[src/rtl/fifo8x9_ctrl.sv]
// fifo8x9_ctrl: valid/ready control stage in front of the 8x9 FIFO storage block.
// Latency: write strobe same cycle as accept; rden in cycle t gives out_valid from t+2; flush takes 2 cycles.
// Backpressure: in_ready low when storage full or outside RUN; out_data held while out_valid && !out_ready.
// Optional feature macro FIFO8X9_CTRL_DROP_CNT_EN adds an 8-bit saturating drop_cnt output.
module fifo8x9_ctrl #(
  parameter int DEPTH = 8,
  parameter int DW    = 9,
  parameter int CW    = 4
) (
  input  logic          clk,
  input  logic          rst,
  input  logic          in_valid,
  input  logic [DW-1:0] in_data,
  output logic          in_ready,
  output logic          out_valid,
  output logic [DW-1:0] out_data,
  input  logic          out_ready,
  input  logic          flush,
  output logic [DW-1:0] fifo_din,
  output logic          fifo_wren,
  output logic          fifo_wrinc,
  output logic          fifo_rden,
  output logic          fifo_rdinc,
  output logic          fifo_wrptrclr,
  output logic          fifo_rdptrclr,
  input  logic [DW-1:0] fifo_dout,
  output logic [CW-1:0] count,
  output logic          full,
  output logic          empty
`ifdef FIFO8X9_CTRL_DROP_CNT_EN
  , output logic [7:0]  drop_cnt
`endif
);

  localparam int AW = $clog2(DEPTH);

  typedef enum logic [1:0] {INIT, RUN, FLUSH, CLR} state_t;

  state_t        state;
  state_t        state_nxt;
  logic [AW-1:0] wr_idx;
  logic [AW-1:0] rd_idx;
  logic          rd_pend;
  logic          wr_go;
  logic          rd_go;
  logic          clearing;

  // Next state and handshake decode; reads and writes only happen in RUN.
  always_comb begin
    state_nxt = state;
    in_ready  = 1'b0;
    wr_go     = 1'b0;
    rd_go     = 1'b0;
    case (state)
      INIT:  state_nxt = RUN;
      RUN: begin
        in_ready = (count != CW'(DEPTH));
        wr_go    = in_valid && in_ready;
        rd_go    = (count != '0) && !rd_pend && (!out_valid || out_ready);
        if (flush) state_nxt = FLUSH;
      end
      FLUSH: state_nxt = CLR;
      CLR:   state_nxt = RUN;
      default: state_nxt = INIT;
    endcase
  end

  assign clearing   = (state == FLUSH) || (state == CLR);
  assign fifo_din   = in_data;
  assign fifo_wren  = wr_go;
  assign fifo_wrinc = wr_go;
  assign fifo_rden  = rd_go;
  assign fifo_rdinc = rd_go;
  // The INIT clear is gated by rst so the strobes stay quiet while reset is held.
  // A clear on the last entry overrides the storage increment, wrapping its pointer to 0.
  assign fifo_wrptrclr = (rst && state == INIT) || (state == CLR) ||
                         (wr_go && wr_idx == AW'(DEPTH - 1));
  assign fifo_rdptrclr = (rst && state == INIT) || (state == CLR) ||
                         (rd_go && rd_idx == AW'(DEPTH - 1));
  assign full  = (count == CW'(DEPTH));
  assign empty = (count == '0);

  // State register.
  always_ff @(posedge clk or negedge rst) begin
    if (!rst) state <= INIT;
    else      state <= state_nxt;
  end

  // Occupancy, shadow pointers and read-pending flag; wiped while flushing.
  always_ff @(posedge clk or negedge rst) begin
    if (!rst) begin
      count   <= '0;
      wr_idx  <= '0;
      rd_idx  <= '0;
      rd_pend <= 1'b0;
    end else if (clearing) begin
      count   <= '0;
      wr_idx  <= '0;
      rd_idx  <= '0;
      rd_pend <= 1'b0;
    end else begin
      if (wr_go) wr_idx <= wr_idx + AW'(1);
      if (rd_go) rd_idx <= rd_idx + AW'(1);
      case ({wr_go, rd_go})
        2'b10:   count <= count + CW'(1);
        2'b01:   count <= count - CW'(1);
        default: count <= count;
      endcase
      rd_pend <= rd_go;
    end
  end

  // Output register: capture storage data the cycle after rden; a flush discards the word.
  always_ff @(posedge clk or negedge rst) begin
    if (!rst) begin
      out_valid <= 1'b0;
      out_data  <= '0;
    end else begin
      if (rd_pend) out_data <= fifo_dout;
      if (clearing)                     out_valid <= 1'b0;
      else if (rd_pend)                 out_valid <= 1'b1;
      else if (out_valid && out_ready)  out_valid <= 1'b0;
    end
  end

`ifdef FIFO8X9_CTRL_DROP_CNT_EN
  // Count RUN cycles where the producer is stalled; saturates, cleared in CLR.
  always_ff @(posedge clk or negedge rst) begin
    if (!rst) begin
      drop_cnt <= '0;
    end else if (state == CLR) begin
      drop_cnt <= '0;
    end else if (state == RUN && in_valid && !in_ready && drop_cnt != 8'hFF) begin
      drop_cnt <= drop_cnt + 8'd1;
    end
  end
`endif

endmodule

[config.mk]
export PLATFORM = sky130hd
export DESIGN_NAME = fifo8x9_ctrl
export DESIGN_NICKNAME = d
export VERILOG_FILES = /design/src/rtl/fifo8x9_ctrl.sv
export SDC_FILE = /design/constraint.sdc
export NUM_CORES = 1
export LEC_CHECK = 0
export ABC_AREA = 1
export CAP_MARGIN = 20
export CORE_MARGIN = 3
export CORE_UTILIZATION = 42
export DETAILED_ROUTE_END_ITERATION = 6
export PLACE_DENSITY = 0.89
export SYNTH_ARGS = -nofsm -noshare
export SYNTH_HDL_FRONTEND = slang
export SYNTH_SLANG_ARGS = --single-unit
[constraint.sdc]
create_clock -name clk -period 2.7 [get_ports clk]
set_input_delay 0.405 -clock clk [delete_from_list [all_inputs] [get_ports clk]]
set_output_delay 0.405 -clock clk [all_outputs]
set_load 0.05 [all_outputs]
==> flow_results.org <==
** STA
- Hold Vio Cnt, Final :: 0
- For the final database, setup skew stands at just over 0.007 ns.
- The final count of pins violating max slew is 0.
- At the pin with the least slew margin, the transition time is between 0.5 and 0.6 ns.
- Time the worst path needs with I/O delays and setup :: ~2.5 ns
- Setup repair after global routing left no endpoint under its margin.
- Final-layout setup total negative slack :: 0 ns
- Final setup vio count :: 0
- Headroom to the max-slew limit :: around two thirds
- Derived from the worst setup path, the maximum achievable clock frequency is around 0.40 GHz.
- Period Utilization, post-route :: between 90 and 100%

** Layout
- The count of cells in the finished layout, fillers not included, comes to between 200 and 250.
- The repair_antennas step left the layout with diodes totalling 0.
- Of the cells placed in the final design, the portion with a size suffix greater than 1 is 13.8%.
- In the layout the commonest cells are sky130_fd_sc_hd__nand2_1 (62), sky130_fd_sc_hd__clkdlybuf4s50_1 (30), sky130_fd_sc_hd__dfrtp_1 (23).
- Number of nets at the end of the flow :: 224
- After routing the design area is roughly 1700 um^2.
- Synthesis-to-finish area growth :: 28.4%
- Core utilization of the finished layout :: roughly 59%
- Most common cell after layout, fill and taps aside :: sky130_fd_sc_hd__nand2_1

** Global route
- Leftover overflow at the end of global routing :: 0
- Initial antenna violation count :: 0
- Across every metal layer, demand over resource in global routing totals 13.9%.
- Maximum number of pins on one net before global-route repair :: 24
- Vias in the first global route :: between 1000 and 1500
- Wire length of the first global-routing pass :: 4550 um

** Detailed routing
- Iter 0 DRT Violations :: 43
- Antenna-violating nets left :: 0
- In the final routed layout, each cell accounts on average for 11.0 um.
- Vias/cell :: between 4 and 5
- Final wirelength :: 2530 um
- Routed via count :: 1069
- Number of iterations in the first detailed-routing pass :: 4
- In the routed design, unresolved DRC markers number 0.

** Floorplan
- The die covers 3900 um^2.
- Placement row count :: 19
- Initial standard-cell utilization of the core :: 46.2%
- The die is about 62 um wide.
- Number of top-level pins :: 55
- Placeable core region :: approximately 2900 um^2
- Die height :: around 62 um

** Hold path
- Hold/Removal Path Class :: input pin to async pin

** Logic synthesis
- Synthesized Nets :: about 190
- Netlist Area Pre-Place :: 1340 um^2
- After synthesis the netlist holds a flip-flop and latch count of 23.
- During synthesis, Yosys emitted a total of 0 warnings.
- The cell count after synthesis came out at 159.
- Avg Synthesized Cell Area :: ~8.4 um^2
- Number of distinct library cell variants in the gate-level netlist after synthesis :: 23
- After synthesis, flip-flops and latches occupy 43.0% of the total area.

** Clocking
- In this run the number of H-tree levels came out at 1.
- Clock tree synthesis inserted a total of 3 buffers.
- Clock latency on the worst-skew pair :: 0.30 ns
- TritonCTS built the clock tree.
- The clock passes through at most 2 buffers.
- CTS saw 23 sinks.
- The cell sitting at the root of the clock tree is a sky130_fd_sc_hd__clkbuf_4.
- Number of buffers inserted to repair setup after CTS :: 0
- Clock-pin transition on the worst setup and hold timing paths :: ~0.13 ns

** Placement
- Total half-perimeter wirelength after legalization and detailed placement :: between 2000 and 2500 um
- Once placement finished, the instance area stood at 1690 um^2.
- In this run the tool buffered the top-level ports with 36 buffer cells.
- Cell count after placement :: around 230
- Final GP Congestion :: a little over 0.8

** Flow run
- Max Cap Violations :: 0

** Setup path
- Worst Path Arrival :: roughly 2.1 ns
- STA classifies the critical path startpoint as a flip-flop.
- The startpoint identified for the worst register-to-register timing path is state[1].
- STA puts the critical path data required time at about 2.3 ns.
- For flop-to-flop paths, the worst setup slack is around 0.35 ns.
- Worst flop-to-flop path endpoint :: count[3]
- Crit Path Class :: flip-flop to output pin
- Of all nets on the critical path, the largest fanout is 5.
- The worst register-to-register path has a depth of 16.
- The worst setup path is captured at an output pin.

** Outcome
- Run status :: finished clean
per-layer routing:
metal	global-route usage, %	wire (um)	vias to the layer above
met4	2.20	0	0
met2	22.2	1210	29
met1	18.9	1210	498
met5	0	0	-
li1	-	-	542
met3	3.96	119	0
cells in the mapped netlist (all sizes together):
cell,number,area (um^2)
buf,12,87.6
nand2,66,263
a21oi,6,37.5
inv,15,58.8
nand3,10,60.1
o21ai,2,10.0
dfrtp,23,576
ha,11,138
o21a,1,7.51
fa,1,20.0
nor2,11,72.6
xor2,1,8.76
worst max-delay path by stage:
stage | start | end | slack, ns | depth (start not counted)
finish | state[1] | in_ready | 0.19 | 5
global route | state[1] | in_ready | 0.03 | 5
CTS | state[1] | fifo_wrinc | 0.007 | 5
detailed placement | out_ready | count[3] | 0.29 | 16
global placement | in_valid | fifo_wren | 0.34 | 4
floorplan | count[0] | count[3] | 0.31 | 15
per-stage QoR:
| step | setup WS [ns] | hold slack (ns) |
|---|---|---|
| after floorplan | 0.314 | 0.109 |
| after global placement | 0.335 | 0.453 |
| after detailed placement | 0.290 | 0.459 |
| after CTS | 0.00690 | 0.470 |
| after global routing | 0.0322 | 0.471 |
| final | 0.194 | 0.460 |
worst max-delay path, stage by stage (launching register included):
cell	delay, ns
sky130_fd_sc_hd__dfrtp_1	0.42
sky130_fd_sc_hd__inv_1	0.12
sky130_fd_sc_hd__ha_1	0.29
sky130_fd_sc_hd__nand2_1	0.11
sky130_fd_sc_hd__inv_1	0.06
sky130_fd_sc_hd__clkdlybuf4s50_1	0.79
registers in the layout (all words and copies together) (netlist names):
signal and cells:
count 4, out_data 9, out_valid 1, rd_idx 3, rd_pend 1, state 2, wr_idx 3
logic make-up after synthesis:
family,Yosys count,share of synthesized area [%]
AOI/OAI and AO/OA,9,4.11
xor gates and xnor gates,1,0.654
adders and majority gates,12,11.8
buffers and inverters,27,10.9
DFF,23,43.0
and+or+nand+nor,87,29.5
final cells by class:
class,instances,area (um^2)
repair buffers,37,388
clock inverters,1,5.00
well taps,42,52.6
multi-input cells,109,617
flip-flops and latches,23,576
fillers,252,1180
inverters,15,58.8
clock buffers,3,22.5
what timing repair did:
item	in CTS	in global routing
resized for setup	0	2
endpoints found under the hold margin	0	0
endpoints found under the setup margin	0	2
hold buffers	0	0
Power is left out: the tool's default activity adds up to more than one toggle a clock period on the data nets, which glitch-free logic cannot reach.
